--- config.mk ---
export PLATFORM = sky130hd
export DESIGN_NAME = timer_tick_ctrl
export DESIGN_NICKNAME = d
export VERILOG_FILES = /design/src/rtl/timer_pkg.sv /design/src/rtl/key_debounce.sv /design/src/rtl/timer_tick_ctrl.sv
export SDC_FILE = /design/constraint.sdc
export NUM_CORES = 1
export LEC_CHECK = 0
export BUFFER_PORTS_ARGS = -buffer_cell sky130_fd_sc_hd__buf_2
export CORE_MARGIN = 2
export CORE_UTILIZATION = 45
export DETAILED_ROUTE_END_ITERATION = 10
export PLACE_DENSITY = 0.69
export SLEW_MARGIN = 10
export SYNTH_ARGS = -nofsm -noshare
export SYNTH_HDL_FRONTEND = slang
export SYNTH_SLANG_ARGS = --single-unit
--- constraint.sdc ---
create_clock -name clk -period 2.7 [get_ports clk]
set_input_delay 0.54 -clock clk [delete_from_list [all_inputs] [get_ports clk]]
set_output_delay 0.54 -clock clk [all_outputs]
set_load 0.005 [all_outputs]
--- src/rtl/timer_pkg.sv ---
// Shared definitions for the stopwatch timebase controller: FSM states, rate codes
// and prescaler sizing helpers.
package timer_pkg;

   typedef enum logic [1:0] {
      ST_IDLE  = 2'd0,
      ST_RUN   = 2'd1,
      ST_PAUSE = 2'd2
   } state_t;

   localparam logic [1:0] RATE_1HZ     = 2'b00;
   localparam logic [1:0] RATE_10HZ    = 2'b01;
   localparam logic [1:0] RATE_1HZ_ALT = 2'b10;
   localparam logic [1:0] RATE_100HZ   = 2'b11;

   localparam int PRE_W = 19;
   localparam int DEC_W = 4;

   // Terminal count of the 100 Hz prescaler for a given input clock.
   function automatic int pre_max(input int clk_hz);
      return clk_hz / 100 - 1;
   endfunction

endpackage

--- src/rtl/key_debounce.sv ---
// Key conditioner: 2-FF synchroniser, stable-sample counter and a one-cycle press
// pulse on each accepted released->pressed transition of an active-low key.
module key_debounce
   import timer_pkg::*;
#(
   parameter int DEBOUNCE_CYC = 1_000_000
) (
   input  logic clk,
   input  logic rst,
   input  logic key_n,
   output logic press
);

   localparam int CW = $clog2(DEBOUNCE_CYC + 1);

   logic          sync1_reg;
   logic          sync2_reg;
   logic [CW-1:0] cnt_reg;
   logic          level_reg;
   logic          press_reg;

   // The counter tracks consecutive samples that disagree with the accepted level;
   // any agreeing sample restarts the qualification window.
   always_ff @(posedge clk) begin
      if (rst) begin
         sync1_reg <= 1'b1;
         sync2_reg <= 1'b1;
         cnt_reg   <= '0;
         level_reg <= 1'b1;
         press_reg <= 1'b0;
      end else begin
         sync1_reg <= key_n;
         sync2_reg <= sync1_reg;
         press_reg <= 1'b0;
         if (sync2_reg != level_reg) begin
            if (cnt_reg == CW'(DEBOUNCE_CYC - 1)) begin
               level_reg <= sync2_reg;
               cnt_reg   <= '0;
               press_reg <= level_reg;
            end else begin
               cnt_reg <= cnt_reg + CW'(1);
            end
         end else begin
            cnt_reg <= '0;
         end
      end
   end

   assign press = press_reg;

endmodule

--- src/rtl/timer_tick_ctrl.sv ---
// Run/pause/clear controller and 100/10/1 Hz tick scheduler for the stopwatch.
// Optional macro TIMER_CLK_OUT_EN adds the clk_timer square-wave output.
module timer_tick_ctrl
   import timer_pkg::*;
#(
   parameter int CLK_HZ       = 50_000_000,
   parameter int DEBOUNCE_CYC = 1_000_000
) (
   input  logic       clk,
   input  logic       rst,
   input  logic       key_start_n,
   input  logic       key_clear_n,
   input  logic       switch_1,
   input  logic       switch_2,
   output logic       tick,
   output logic       running,
   output logic       paused,
   output logic       clear_pulse,
   output logic [1:0] rate_sel
`ifdef TIMER_CLK_OUT_EN
   ,
   output logic       clk_timer
`endif
);

   localparam logic [PRE_W-1:0] PRE_MAX = PRE_W'(pre_max(CLK_HZ));

   logic [1:0]       keys_n;
   logic [1:0]       press;
   logic             start_p;
   logic             clear_p;
   logic [1:0]       sw_meta_reg;
   logic [1:0]       sw_sync_reg;
   state_t           state_reg;
   state_t           state_next;
   logic [PRE_W-1:0] pre_cnt_reg;
   logic [DEC_W-1:0] dec10_reg;
   logic [DEC_W-1:0] dec1_reg;
   logic             tick_reg;
   logic             clear_pulse_reg;
   logic [1:0]       rate_sel_reg;
   logic             base;
   logic             dec10_top;
   logic             dec1_top;
   logic             hit;
   logic             rate_load;
   logic             rate_change;

   assign keys_n = {key_clear_n, key_start_n};

   genvar gi;
   for (gi = 0; gi < 2; gi++) begin : g_key
      key_debounce #(.DEBOUNCE_CYC(DEBOUNCE_CYC)) u_debounce (
         .clk   (clk),
         .rst   (rst),
         .key_n (keys_n[gi]),
         .press (press[gi])
      );
   end

   assign start_p = press[0];
   assign clear_p = press[1];

   // Clear dominates a simultaneous start.
   always_comb begin
      state_next = state_reg;
      if (clear_p) begin
         state_next = ST_IDLE;
      end else if (start_p) begin
         case (state_reg)
            ST_IDLE:  state_next = ST_RUN;
            ST_RUN:   state_next = ST_PAUSE;
            ST_PAUSE: state_next = ST_RUN;
            default:  state_next = ST_IDLE;
         endcase
      end
   end

   assign base      = (state_reg == ST_RUN) && (pre_cnt_reg == PRE_MAX);
   assign dec10_top = (dec10_reg == DEC_W'(9));
   assign dec1_top  = (dec1_reg == DEC_W'(9));

   always_comb begin
      hit = 1'b0;
      case (rate_sel_reg)
         RATE_100HZ: hit = base;
         RATE_10HZ:  hit = base && dec10_top;
         default:    hit = base && dec10_top && dec1_top;
      endcase
   end

   // Switch changes only land between periods while running, so no period is cut short.
   assign rate_load   = (state_reg != ST_RUN) || hit;
   assign rate_change = rate_load && (sw_sync_reg != rate_sel_reg);

   always_ff @(posedge clk) begin
      if (rst) begin
         pre_cnt_reg <= '0;
         dec10_reg   <= '0;
         dec1_reg    <= '0;
      end else if (state_reg == ST_IDLE || rate_change) begin
         pre_cnt_reg <= '0;
         dec10_reg   <= '0;
         dec1_reg    <= '0;
      end else if (base) begin
         pre_cnt_reg <= '0;
         dec10_reg   <= dec10_top ? '0 : dec10_reg + DEC_W'(1);
         if (dec10_top) begin
            dec1_reg <= dec1_top ? '0 : dec1_reg + DEC_W'(1);
         end
      end else if (state_reg == ST_RUN) begin
         pre_cnt_reg <= pre_cnt_reg + PRE_W'(1);
      end
   end

   always_ff @(posedge clk) begin
      if (rst) begin
         sw_meta_reg     <= '0;
         sw_sync_reg     <= '0;
         state_reg       <= ST_IDLE;
         tick_reg        <= 1'b0;
         clear_pulse_reg <= 1'b0;
         rate_sel_reg    <= RATE_1HZ;
      end else begin
         sw_meta_reg     <= {switch_1, switch_2};
         sw_sync_reg     <= sw_meta_reg;
         state_reg       <= state_next;
         tick_reg        <= hit && (state_next == ST_RUN);
         clear_pulse_reg <= clear_p;
         if (rate_load) begin
            rate_sel_reg <= sw_sync_reg;
         end
      end
   end

`ifdef TIMER_CLK_OUT_EN
   logic clk_timer_reg;

   always_ff @(posedge clk) begin
      if (rst) begin
         clk_timer_reg <= 1'b0;
      end else if (state_next == ST_IDLE) begin
         clk_timer_reg <= 1'b0;
      end else if (tick_reg) begin
         clk_timer_reg <= ~clk_timer_reg;
      end
   end

   assign clk_timer = clk_timer_reg;
`endif

   assign tick        = tick_reg;
   assign running     = (state_reg == ST_RUN);
   assign paused      = (state_reg == ST_PAUSE);
   assign clear_pulse = clear_pulse_reg;
   assign rate_sel    = rate_sel_reg;

endmodule

* Word level (Yosys, flattened, before mapping)
Cells that the tools add are included.
** Word-level totals
- Register bits after elaboration :: 85
- Input port bits :: 6
- Output and inout port bits :: 6
- Logic and storage cells :: 66
** Cells by class
- Add/sub/neg operators :: 5
- Equality and inequality tests :: 14
- Multiplexer cells :: 6
- Bitwise operators :: 4
- Reduce and logical (&&, ||, !) cells :: 18
** Operator list (count)
- 20-bit by 1-bit adder with 20-bit output, second input constant :: 2
- 20-bit equality test, second input constant :: 2
- 19-bit by 1-bit adder with 19-bit output, second input constant :: 1
- 19-bit equality test, second input constant :: 1
- 3-bit OR reduction :: 5
- 4-bit by 1-bit adder with 4-bit output, second input constant :: 2
- 4-bit equality test, second input constant :: 2
- 4-bit two-way mux :: 2
- 2-bit by 1-bit equality test with 1-bit output, second input constant :: 3
- 2-bit AND reduction :: 3
- 1-bit logical AND :: 5
- 2-bit equality test, second input constant :: 2
- 2-bit two-way mux :: 2
- 1-bit inverter :: 4
- 2-bit case mux with 2 select lines :: 1
- 2-bit OR reduction :: 2
- 2-bit zero test :: 1
- 1-bit logical OR :: 2
- 1-bit inequality test :: 2
- 2-bit by 1-bit inequality test with 1-bit output, second input constant :: 1
- 2-bit inequality test :: 1
- 1-bit case mux with 2 select lines :: 1

* Depth between registers and ports, before layout
Gate-level depths: netlist (run 1).
- Depth in word-level cells :: 9
- Depth in mapped cells :: 9
- Gate-level depth less buffers :: 6

* Cells and area by module
A second synthesis (run 1) with hierarchy kept.
** Unflattened totals
- Cells, all modules :: 418
- Area, all modules :: 3801.1 sq um
** Modules (own cells, without submodules)
- key_debounce :: instances 2, cells an instance 117, area an instance 1061.0 sq um
- timer_tick_ctrl :: instances 1, cells an instance 184, area an instance 1679.1 sq um

* Worst setup path before layout (run 1)
OpenSTA, ideal clock, no wires.
- Kind :: register to register
- From :: register pre_cnt_reg[5]
- To :: register dec10_reg[3]
- Data arrival time :: 2.047 ns
- Required time :: 2.571 ns
- Path slack :: 0.524 ns
- Stages on the path, launching flop included :: 7
- Clock period less this slack :: 2.176 ns
- Path through :: dfxtp_1 -> or4_1 -> or4_1 -> buf_6 -> nor4_4 -> o31a_4 -> a31oi_1
** On the way
- Word-level cells in the longest chain between the ends :: 9
** RTL lines
- from (decl) :: RTL line timer_tick_ctrl.sv:36 : logic [PRE_W-1:0] pre_cnt_reg;
- from (signal assigned) :: RTL line timer_tick_ctrl.sv:112 : pre_cnt_reg <= pre_cnt_reg + PRE_W'(1);
- 19-bit equality test (*) :: RTL line timer_tick_ctrl.sv:79 : assign base = (state_reg == ST_RUN) && (pre_cnt_reg == PRE_MAX);
- 1-bit logical AND (*) :: RTL line timer_tick_ctrl.sv:79
- 1-bit logical AND :: RTL line timer_tick_ctrl.sv:87, timer_tick_ctrl.sv:88
- 1-bit logical AND :: RTL line timer_tick_ctrl.sv:88 : default: hit = base && dec10_top && dec1_top;
- 1-bit case mux with 2 select lines :: RTL line timer_tick_ctrl.sv:85 : case (rate_sel_reg)
- 1-bit logical OR :: RTL line timer_tick_ctrl.sv:93 : assign rate_load = (state_reg != ST_RUN) || hit;
- 1-bit logical AND :: RTL line timer_tick_ctrl.sv:94 : assign rate_change = rate_load && (sw_sync_reg != rate_sel_reg);
- 1-bit logical OR :: RTL line timer_tick_ctrl.sv:101 : end else if (state_reg == ST_IDLE || rate_change) begin
- 2-bit OR reduction (no line)
- to (signal assigned) :: RTL line timer_tick_ctrl.sv:107 : dec10_reg <= dec10_top ? '0 : dec10_reg + DEC_W'(1);
- to (decl) :: RTL line timer_tick_ctrl.sv:37 : logic [DEC_W-1:0] dec10_reg;
Every way passes the cells marked *; elsewhere a longest branch is shown, timed or not.
A chain may end at the register's enable or synchronous reset.

* Worst setup path after layout (run 1)
Same ends and word-level chain as after synthesis.

==> results of run 1 <==
==> cell families after synthesis <==
family	Yosys count	synth area share (%)
flops	85	46.5
simple gates	215	30.6
mux	5	1.37
xor+xnor	63	15.1
compound gates	13	2.77
fa+ha+maj	3	1.03
buf+inv	21	2.66
==> cells in the mapped netlist, types with 2 or more instances <==
master and n:
clkbuf_1 9, o21ai_0 2, nand2_1 21, nor4b_1 4
a31oi_1 2, buf_6 2, dfxtp_1 85, nor2_1 83
and4_1 5, or2_2 4, nor4bb_1 2, nand2b_1 4
nand3_1 23, mux2i_1 5, ha_1 3, xor2_1 28
or4_1 3, or3_1 4, a21oi_1 2, xnor2_1 35
nand4b_1 2, nand4_1 14, and3_1 8, nor2b_1 11
nor3_1 10, inv_1 9, nor4_1 6
==> through the flow <==
| step | utilization [%] | setup slack [ps] | instance area [um^2] |
|---|---|---|---|
| after floorplan | - | 524 | 3660 |
| after detailed placement | 48.6 | 294 | 3800 |
| after global routing | 51.0 | 157 | 3980 |
| final | 51.0 | 275 | 3980 |
| after CTS | 51.0 | 277 | 3980 |
| after global placement | 48.6 | 340 | 3800 |
==> metal layers <==
| layer | wire [um] | vias up |
|---|---|---|
| met5 | 0 | - |
| met4 | 89 | 0 |
| met3 | 181 | 8 |
| met2 | 2760 | 23 |
| met1 | 3110 | 1243 |
| li1 | - | 1388 |
==> area by class of cell <==
type | instances | area share (%)
timing repair buffer | 13 | 1.76
clock inverter | 6 | 1.19
clock buffer | 10 | 3.46
tap | 102 | 3.21
inverter | 9 | 0.849
multi-input combinational | 299 | 46.8
sequential | 85 | 42.7
==> worst max-delay path by stage <==
stage / from / end / slack (ps) / cells after the start
after floorplan: pre_cnt_reg[5]$_SDFFE_PP0P_ / dec10_reg[3]$_SDFFE_PP0P_ / 520 / 6
after global placement: pre_cnt_reg[5]$_SDFFE_PP0P_ / dec10_reg[3]$_SDFFE_PP0P_ / 340 / 5
after detailed placement: pre_cnt_reg[5]$_SDFFE_PP0P_ / dec10_reg[3]$_SDFFE_PP0P_ / 290 / 5
after CTS: pre_cnt_reg[5]$_SDFFE_PP0P_ / dec10_reg[3]$_SDFFE_PP0P_ / 280 / 5
after global routing: pre_cnt_reg[5]$_SDFFE_PP0P_ / dec10_reg[3]$_SDFFE_PP0P_ / 160 / 5
final: pre_cnt_reg[5]$_SDFFE_PP0P_ / dec10_reg[3]$_SDFFE_PP0P_ / 270 / 5
==> power groups by stage <==
stage | registers [mW] | clock network [mW] | logic, mW
floorplan | 1.29 | 0 | 0.0179
global placement | 1.29 | 0 | 0.0249
detailed placement | 1.29 | 0 | 0.0258
CTS | 1.26 | 0.857 | 0.0257
global route | 1.27 | 0.918 | 0.0289
finish | 1.26 | 0.825 | 0.0251
==> run_results.csv, run 1 <==
group,metric,value,unit
pwr,pwr_density_cell,531,nW/um^2
pwr,switchingPower,0.480,mW
critical_path,cp.required,2930,ps
critical_path,path_max_fanout,8,
floorplan,ios,12,
pwr,clkPwrFrac,39.0,%
finish,layout.cells.most_common,"dfxtp_1",
floorplan,initial_core_util,46.9,%
pwr,total_power,2.11,mW
critical_path,path_cells,"or4_1 > or4_1 > nor4_4 > o31a_4 > a31oi_1",
timing,post-route-min-period,2430,ps
timing,whs,366,ps
critical_path,worstSetupPathType,"reg2reg",
floorplan,die_height,94.2,um
floorplan,die_x,94.2,um
timing,finalSetupViolCount,0,
detailed_routing,first_pass_iters,4,
placed_design,dpl.hpwl,4260,um
critical_path,crit_path_top_delay_cell,"or4_1",
min_path,holdPathStages,2,
job,drv_cap,0,
outcome,outcome,"finished, final reports clean",
clock_tree,cts-buffers-inserted,9,
clock_tree,htreeDepth,3,
logic_synthesis,synth.distinct_cells,46,
placed_design,gp_congestion,0.786,
detailed_routing,vias,2662,
finish,final_net_count,426,
pwr,power_leakage,1.26,nW
clock_tree,clock_path_buffers,2,
detailed_routing,drt_wl_total,6150,um
clock_tree,cts_root_buffer,"clkbuf_8",
global_route,grt_pass1_wl,11100,um
floorplan,dieArea,8880,um^2
critical_path,worst-path-buf-inv,0,
global_route,use_met3,4.49,%
finish,multi_input_area,1860,um^2
detailed_routing,wl_per_cell,11.7,um
critical_path,rrSetupSlack,270,ps
detailed_routing,vias_per_cell,5.08,
critical_path,cpMostUsedCell,"or4_1",
floorplan,core_area,7810,um^2
logic_synthesis,async_flop_share,0,%
global_route,grt_usage,15.5,%
timing,skew,14.7,ps
finish,stdcell_count,524,
pwr,pwr-share-comb,1.2,%
timing,finalSetupTns,0,ps
clock_tree,cts_resized,0,
finish,largest_reg_flops,40,
global_route,grt_max_degree,24,
detailed_routing,antenna_left,0,
critical_path,r2r_end,"dec10_reg[3]$_SDFFE_PP0P_",
placed_design,io_buffers,11,
logic_synthesis,syn-instance-count,405,
finish,drive_above_1_share,9.72,%
logic_synthesis,netlist_top_cells_area,"dfxtp_1 (46%), nor2_1 (8.5%), xnor2_1 (8.4%), xor2_1 (6.7%), nand3_1 (3.1%)",
min_path,holdCritStartpoint,"key_clear_n",
finish,diodes,0,
timing,rsz0062_at_grt,"no",
pwr,ir_drop,0.297,mV
pwr,p_sw_share,22.7,%
clock_tree,cts_tree,"yes",
critical_path,cp-end-kind,"flop",
critical_path,rr_worst_depth,5,
detailed_routing,drtIter0Drc,97,
finish,area_delta_synth_final,8.71,%
finish,fillers,745,
floorplan,num_rows,32,
critical_path,cp_top_family,"simple AND/OR/NAND/NOR gates",
global_route,met1_usage,19.4,%
timing,relSlewSlack,56.5,%
global_route,grt_use_met2,25.5,%
critical_path,worstPathArrival,2650,ps
min_path,min_path_type,"in2reg",
critical_path,slowest_delay,740,ps
logic_synthesis,synth.top_cell.area_share,46.5,%
logic_synthesis,syn_nets,414,
global_route,grt_overflow,0,
critical_path,critPathLaunchType,"flop",
pwr,p_int,1.63,mW
critical_path,r2r-start,"pre_cnt_reg[5]$_SDFFE_PP0P_",
logic_synthesis,ys_seq_elements,85,
logic_synthesis,synthFlopType,"dfxtp_1",
clock_tree,post_cts_buffers,0,
logic_synthesis,synth_warnings,0,
global_route,grt_pass1_vias,2529,
clock_tree,clk_latency,350,ps
pwr,seqPwrFrac,59.8,%
timing,worst_pin_slew,653,ps
logic_synthesis,syn_area,3660,um^2
logic_synthesis,syn_avg_cell_area,9.04,um^2
clock_tree,cts.clk_slew.worst_paths,90,ps
logic_synthesis,synth_edf_count,0,
timing,min_period_over_period,89.8,%
global_route,busiest_layer,"met2",
global_route,antenna_found_initial,0,
clock_tree,postCtsHoldBufs,0,
detailed_routing,drcViolationCount,0,
finish,seqCellArea,1700,um^2
min_path,holdPathEnd,"g_key[1].u_debounce.sync1_reg$_SDFF_PP1_",
logic_synthesis,yosysTopAreaCell,"dfxtp_1",
timing,final-hold-violation-count,0,
timing,fmax,412,MHz
logic_synthesis,ys_seq_area_share,46.5,%
placed_design,place_inst,508,
clock_tree,cts.sinks,85,
timing,slew_violations,0,
finish,layout_common_cells,"dfxtp_1 (85), nor2_1 (83), xnor2_1 (35)",
(Power assumes the default switching activity.)
==> inputs of run 2 (changes only) <==
--- a/config.mk
+++ b/config.mk
@@ -6,10 +6,12 @@
 export NUM_CORES = 1
 export LEC_CHECK = 0
 export BUFFER_PORTS_ARGS = -buffer_cell sky130_fd_sc_hd__buf_2
+export CELL_PAD_IN_SITES_DETAIL_PLACEMENT = 1
+export CELL_PAD_IN_SITES_GLOBAL_PLACEMENT = 2
 export CORE_MARGIN = 2
-export CORE_UTILIZATION = 45
+export CORE_UTILIZATION = 39
 export DETAILED_ROUTE_END_ITERATION = 10
-export PLACE_DENSITY = 0.69
+export PLACE_DENSITY = 0.87
 export SLEW_MARGIN = 10
 export SYNTH_ARGS = -nofsm -noshare
 export SYNTH_HDL_FRONTEND = slang
==> run 2 against run 1 <==
Critical path depth unchanged. Total power increased by 8.7%. Highest routed layer unchanged. Global-route usage decreased by 0.31 points. Sequential power about the same. Fmax decreased by 2.1%. Register-to-register slack got worse by 50 ps. Routed wire length increased by 15%.
==> run_results.csv, run 2 (synthesis results as in run 1) <==
group,metric,value,unit
outcome,outcome,"finished, final reports clean",
critical_path,rrSetupSlack,220,ps
job,drv_cap,0,
global_route,grt_usage,15.2,%
timing,finalSetupViolCount,0,
floorplan,initial_core_util,39.8,%
clock_tree,cts.sinks,85,
clock_tree,cts_resized,0,
critical_path,r2r-start,"pre_cnt_reg[5]$_SDFFE_PP0P_",
critical_path,cp-end-kind,"flop",
clock_tree,postCtsHoldBufs,0,
timing,finalSetupTns,0,ps
finish,layout.cells.most_common,"dfxtp_1",
floorplan,ios,12,
timing,rsz0062_at_grt,"no",
placed_design,dpl.hpwl,4910,um
timing,min_period_over_period,91.7,%
timing,slew_violations,0,
critical_path,r2r_end,"dec1_reg[3]$_SDFFE_PP0P_",
detailed_routing,drcViolationCount,0,
clock_tree,clk_latency,360,ps
detailed_routing,first_pass_iters,4,
clock_tree,htreeDepth,3,
placed_design,place_ws,237,ps
finish,drive_above_1_share,9.69,%
global_route,grt_pass1_vias,2777,
floorplan,dieArea,10200,um^2
detailed_routing,drtIter0Drc,38,
clock_tree,cts_tree,"yes",
global_route,grt_overflow,0,
timing,post-route-min-period,2480,ps
global_route,grt_max_degree,24,
detailed_routing,antenna_left,0,
detailed_routing,vias,2743,
floorplan,num_rows,35,
min_path,holdCritStartpoint,"key_start_n",
timing,whs,369,ps
floorplan,die_x,101,um
pwr,total_power,2.30,mW
critical_path,critPathLaunchType,"flop",
pwr,ir_drop,0.197,mV
clock_tree,cts.clk_slew.worst_paths,90,ps
finish,largest_reg_flops,40,
finish,final_net_count,427,
floorplan,die_height,101,um
timing,skew,15.0,ps
critical_path,path_max_fanout,8,
critical_path,crit_start,"pre_cnt_reg[5]$_SDFFE_PP0P_",
clock_tree,clock_path_buffers,2,
detailed_routing,drt_wl_total,7080,um
timing,fin_ws,223,ps
placed_design,gp_congestion,0.743,
timing,final-hold-violation-count,0,
critical_path,cp-endpoint,"dec1_reg[3]$_SDFFE_PP0P_",
clock_tree,cts-buffers-inserted,9,
floorplan,core_area,9200,um^2
timing,fmax,404,MHz
critical_path,cp.required,2940,ps
placed_design,io_buffers,11,
pwr,power_leakage,1.30,nW
finish,area_delta_synth_final,10.2,%
clock_tree,cts_root_buffer,"clkbuf_8",
finish,layout_common_cells,"dfxtp_1 (85), nor2_1 (83), xnor2_1 (35)",
timing,relSlewSlack,57.2,%
critical_path,worstPathArrival,2720,ps
critical_path,worstSetupPathType,"reg2reg",
critical_path,rr_worst_depth,5,
min_path,min_path_type,"in2reg",
finish,diodes,0,
clock_tree,post_cts_buffers,0,
global_route,antenna_found_initial,0,
timing,worst_pin_slew,641,ps
global_route,grt_pass1_wl,12500,um
detailed_routing,vias_per_cell,5.14,
detailed_routing,wl_per_cell,13.3,um
pwr,pwr_density_cell,569,nW/um^2
==> run 2: changes by cell type in the layout (fill, tap and decap cells not counted) <==
cell / delta
buf_4: +1
bufinv_16: +2
clkbuf_8: -1
clkbuf_1: +1
clkinvlp_4: -3
inv_6: +1
==> run 2: power breakdown <==
part | internal (mW) | switching [mW]
Sequential | 1.26 | 0.00471
Combinational | 0.0114 | 0.0145
Clock | 0.530 | 0.479
Total | 1.80 | 0.498
==> run 2: how the worst min path moves through the flow <==
stage | end | slack, ps | cells after the start
after global placement | g_key[1].u_debounce.sync2_reg$_SDFF_PP1_ | 390 | 1
final | g_key[0].u_debounce.sync1_reg$_SDFF_PP1_ | 370 | 2
after detailed placement | g_key[0].u_debounce.sync2_reg$_SDFF_PP1_ | 410 | 1
after global routing | g_key[0].u_debounce.sync1_reg$_SDFF_PP1_ | 360 | 2
after floorplan | g_key[0].u_debounce.sync2_reg$_SDFF_PP1_ | 390 | 1
after CTS | g_key[0].u_debounce.sync1_reg$_SDFF_PP1_ | 350 | 2
==> run 2: final cells by class <==
class	count	area, um^2
clock inverter	6	93.8
sequential	85	1700
multi-input combinational	299	1860
fill	1095	5160
tap	111	139
inverter	9	33.8
clock buffer	10	128
timing repair buffer	14	77.6
==> run 2: metal layers <==
metal  wire length, um  track usage [%]
met1              3430             18.8
met2              3350             25.5
met3               149             2.98
met4               151             7.17
met5                 0                0
==> run 2: stage by stage <==
step,util (%),cells,cell area (um^2)
2_1_floorplan,-,405,3660
3_3_place_gp,41.5,518,3810
3_5_place_dp,41.5,518,3810
4_1_cts,43.9,534,4040
5_1_grt,43.9,534,4040
6_report,43.9,534,4040
==> run 2: worst max-delay path, stage by stage, from the launching register on <==
cell and delay (ps):
dfxtp_1 370, or4_1 530, or4_1 750, nor4_4 430, o31a_4 230, a31oi_1 50
==> inputs of run 3 (changes only) <==
--- a/config.mk
+++ b/config.mk
@@ -5,13 +5,14 @@
 export SDC_FILE = /design/constraint.sdc
 export NUM_CORES = 1
 export LEC_CHECK = 0
+export ABC_AREA = 1
 export BUFFER_PORTS_ARGS = -buffer_cell sky130_fd_sc_hd__buf_2
 export CELL_PAD_IN_SITES_DETAIL_PLACEMENT = 1
 export CELL_PAD_IN_SITES_GLOBAL_PLACEMENT = 2
 export CORE_MARGIN = 2
-export CORE_UTILIZATION = 39
+export CORE_UTILIZATION = 35
 export DETAILED_ROUTE_END_ITERATION = 10
-export PLACE_DENSITY = 0.87
+export PLACE_DENSITY = 0.86
 export SLEW_MARGIN = 10
 export SYNTH_ARGS = -nofsm -noshare
 export SYNTH_HDL_FRONTEND = slang
==> run 3 against run 2 <==
Synthesized area rose by 13%. Total power rose by 10%. Worst hold slack barely moved. Core utilization fell by 3.6 points. Via count rose by 33%. First-iteration DRC count rose to 3.1 times the previous value. Flip-flop and latch count did not move. Die area rose by 25%. Largest cell class unchanged.
==> run_results.csv, run 3 <==
group,metric,value,unit
outcome,outcome,"finished, final reports clean",
placed_design,place_ws,697,ps
clock_tree,cts-buffers-inserted,9,
clock_tree,clk_latency,350,ps
clock_tree,postCtsHoldBufs,0,
finish,layout_common_cells,"nor2_1 (132), nand2_1 (118), dfxtp_1 (85)",
critical_path,cp.required,2910,ps
finish,final_net_count,620,
global_route,grt_usage,16.2,%
logic_synthesis,yosysTopAreaCell,"dfxtp_1",
pwr,ir_drop,0.260,mV
finish,drive_above_1_share,9.09,%
critical_path,critPathLaunchType,"flop",
logic_synthesis,synth_edf_count,0,
critical_path,crit_start,"g_key[1].u_debounce.cnt_reg[0]$_SDFF_PP0_",
floorplan,num_rows,39,
logic_synthesis,ys_seq_area_share,41.0,%
placed_design,gp_congestion,0.773,
floorplan,dieArea,12700,um^2
finish,stdcell_count,759,
detailed_routing,vias_per_cell,4.82,
finish,layout.cells.most_common,"nor2_1",
critical_path,rrSetupSlack,770,ps
pwr,pwr_density_cell,545,nW/um^2
logic_synthesis,synthFlopType,"dfxtp_1",
pwr,total_power,2.53,mW
clock_tree,cts.sinks,85,
logic_synthesis,ys_seq_elements,85,
floorplan,die_x,113,um
logic_synthesis,synth.most_common_cell,"nor2_1",
timing,fmax,517,MHz
global_route,antenna_found_initial,0,
detailed_routing,drt_wl_total,9470,um
timing,worst_pin_slew,691,ps
global_route,grt_pass1_wl,16800,um
timing,post-route-min-period,1930,ps
logic_synthesis,synth_warnings,0,
critical_path,cp-end-kind,"flop",
critical_path,r2r_end,"g_key[1].u_debounce.cnt_reg[12]$_SDFF_PP0_",
detailed_routing,antenna_left,0,
detailed_routing,drtIter0Drc,119,
timing,rsz0062_at_grt,"no",
clock_tree,cts_resized,0,
placed_design,dpl.hpwl,7050,um
detailed_routing,first_pass_iters,4,
logic_synthesis,netlist_top_cells_area,"dfxtp_1 (41%), nor2_1 (12%), nand2_1 (11%), inv_1 (7.0%), xor2_1 (4.9%)",
global_route,grt_pass1_vias,3810,
clock_tree,cts_root_buffer,"clkbuf_16",
finish,finish.instance_area,4640,um^2
critical_path,cp-endpoint,"g_key[1].u_debounce.cnt_reg[12]$_SDFF_PP0_",
timing,min_period_over_period,71.6,%
critical_path,r2r-start,"g_key[1].u_debounce.cnt_reg[0]$_SDFF_PP0_",
timing,whs,370,ps
critical_path,worstPathArrival,2140,ps
floorplan,core_area,11500,um^2
placed_design,io_buffers,11,
finish,area_delta_synth_final,11.7,%
finish,largest_reg_flops,40,
min_path,min_path_type,"in2reg",
critical_path,rr_worst_depth,8,
clock_tree,htreeDepth,3,
detailed_routing,vias,3658,
timing,fin_ws,766,ps
logic_synthesis,async_flop_share,0,%
logic_synthesis,synth.top_cell.area_share,41.0,%
logic_synthesis,syn-instance-count,595,
logic_synthesis,synth.distinct_cells,34,
timing,slew_violations,0,
finish,final_util,40.3,%
detailed_routing,wl_per_cell,12.5,um
placed_design,place_inst,743,
timing,finalSetupViolCount,0,
timing,skew,11.0,ps
job,drv_cap,0,
timing,finalSetupTns,0,ps
critical_path,worstSetupPathType,"reg2reg",
pwr,power_leakage,1.65,nW
timing,relSlewSlack,53.8,%
clock_tree,cts.clk_slew.worst_paths,70,ps
floorplan,ios,12,
clock_tree,cts_tree,"yes",
detailed_routing,drcViolationCount,0,
logic_synthesis,synth_common_cells,"nor2_1 (132), nand2_1 (118), dfxtp_1 (85), inv_1 (77), nand3_1 (33)",
placed_design,placed_area,4340,um^2
logic_synthesis,syn_nets,604,
critical_path,path_max_fanout,20,
timing,final-hold-violation-count,0,
clock_tree,post_cts_buffers,0,
clock_tree,clock_path_buffers,2,
global_route,grt_max_degree,21,
logic_synthesis,syn_avg_cell_area,6.98,um^2
finish,diodes,0,
logic_synthesis,syn_area,4150,um^2
global_route,grt_overflow,0,
floorplan,initial_core_util,36.0,%
floorplan,die_height,113,um
[run 3: how the worst min path moves through the flow]
stage	start	depth (start not counted)	slack [ps]	to
4_1_cts	key_clear_n	2	360	g_key[1].u_debounce.sync1_reg$_SDFF_PP1_
6_report	key_clear_n	2	370	g_key[1].u_debounce.sync1_reg$_SDFF_PP1_
3_5_place_dp	sw_meta_reg[1]$_SDFF_PP0_	2	400	sw_sync_reg[1]$_SDFF_PP0_
5_1_grt	key_clear_n	2	370	g_key[1].u_debounce.sync1_reg$_SDFF_PP1_
3_3_place_gp	sw_meta_reg[0]$_SDFF_PP0_	2	400	sw_sync_reg[0]$_SDFF_PP0_
2_1_floorplan	sw_meta_reg[0]$_SDFF_PP0_	2	390	sw_sync_reg[0]$_SDFF_PP0_
[run 3: routing by layer]
metal	wire length (um)	GRT usage, %	up-vias	share of wire (%)
met3	190	3.27	17	2.0
li1	-	-	1900	-
met2	4700	29.0	31	50
met1	4370	18.4	1710	46
met4	211	7.89	0	2.2
met5	0	0	-	0
[run 3: area by class of cell]
type	instances	area, um^2
repair buffers	11	55.1
fillers	1497	6880
clock buffers	11	253
clock inverters	5	41.3
flip-flops and latches	85	1700
inverters	79	297
well taps	143	179
multi-input cells	425	2110
[run 3: critical path, stage by stage, from the launching register on]
cell	delay (ps)
dfxtp_1	360
ha_1	180
nand2_1	70
nor2_1	150
nand2_1	130
nor2_1	140
nand2_1	120
nand2_1	540
nor3_1	110
[run 3: power by group]
group          switching (mW)  internal [mW]
clock                   0.547          0.685
sequential            0.00397           1.26
combinational          0.0193         0.0118
total                   0.571           1.96
[run 3: kinds of logic after synthesis]
| group | synth area share (%) |
|---|---|
| AO/OA/AOI/OAI | 3.83 |
| XOR/XNOR | 6.96 |
| flip-flops | 41.0 |
| buffers and inverters | 8.14 |
| multiplexers | 0.241 |
| AND/OR/NAND/NOR | 38.9 |
| adder cells (fa/ha/maj) | 0.904 |
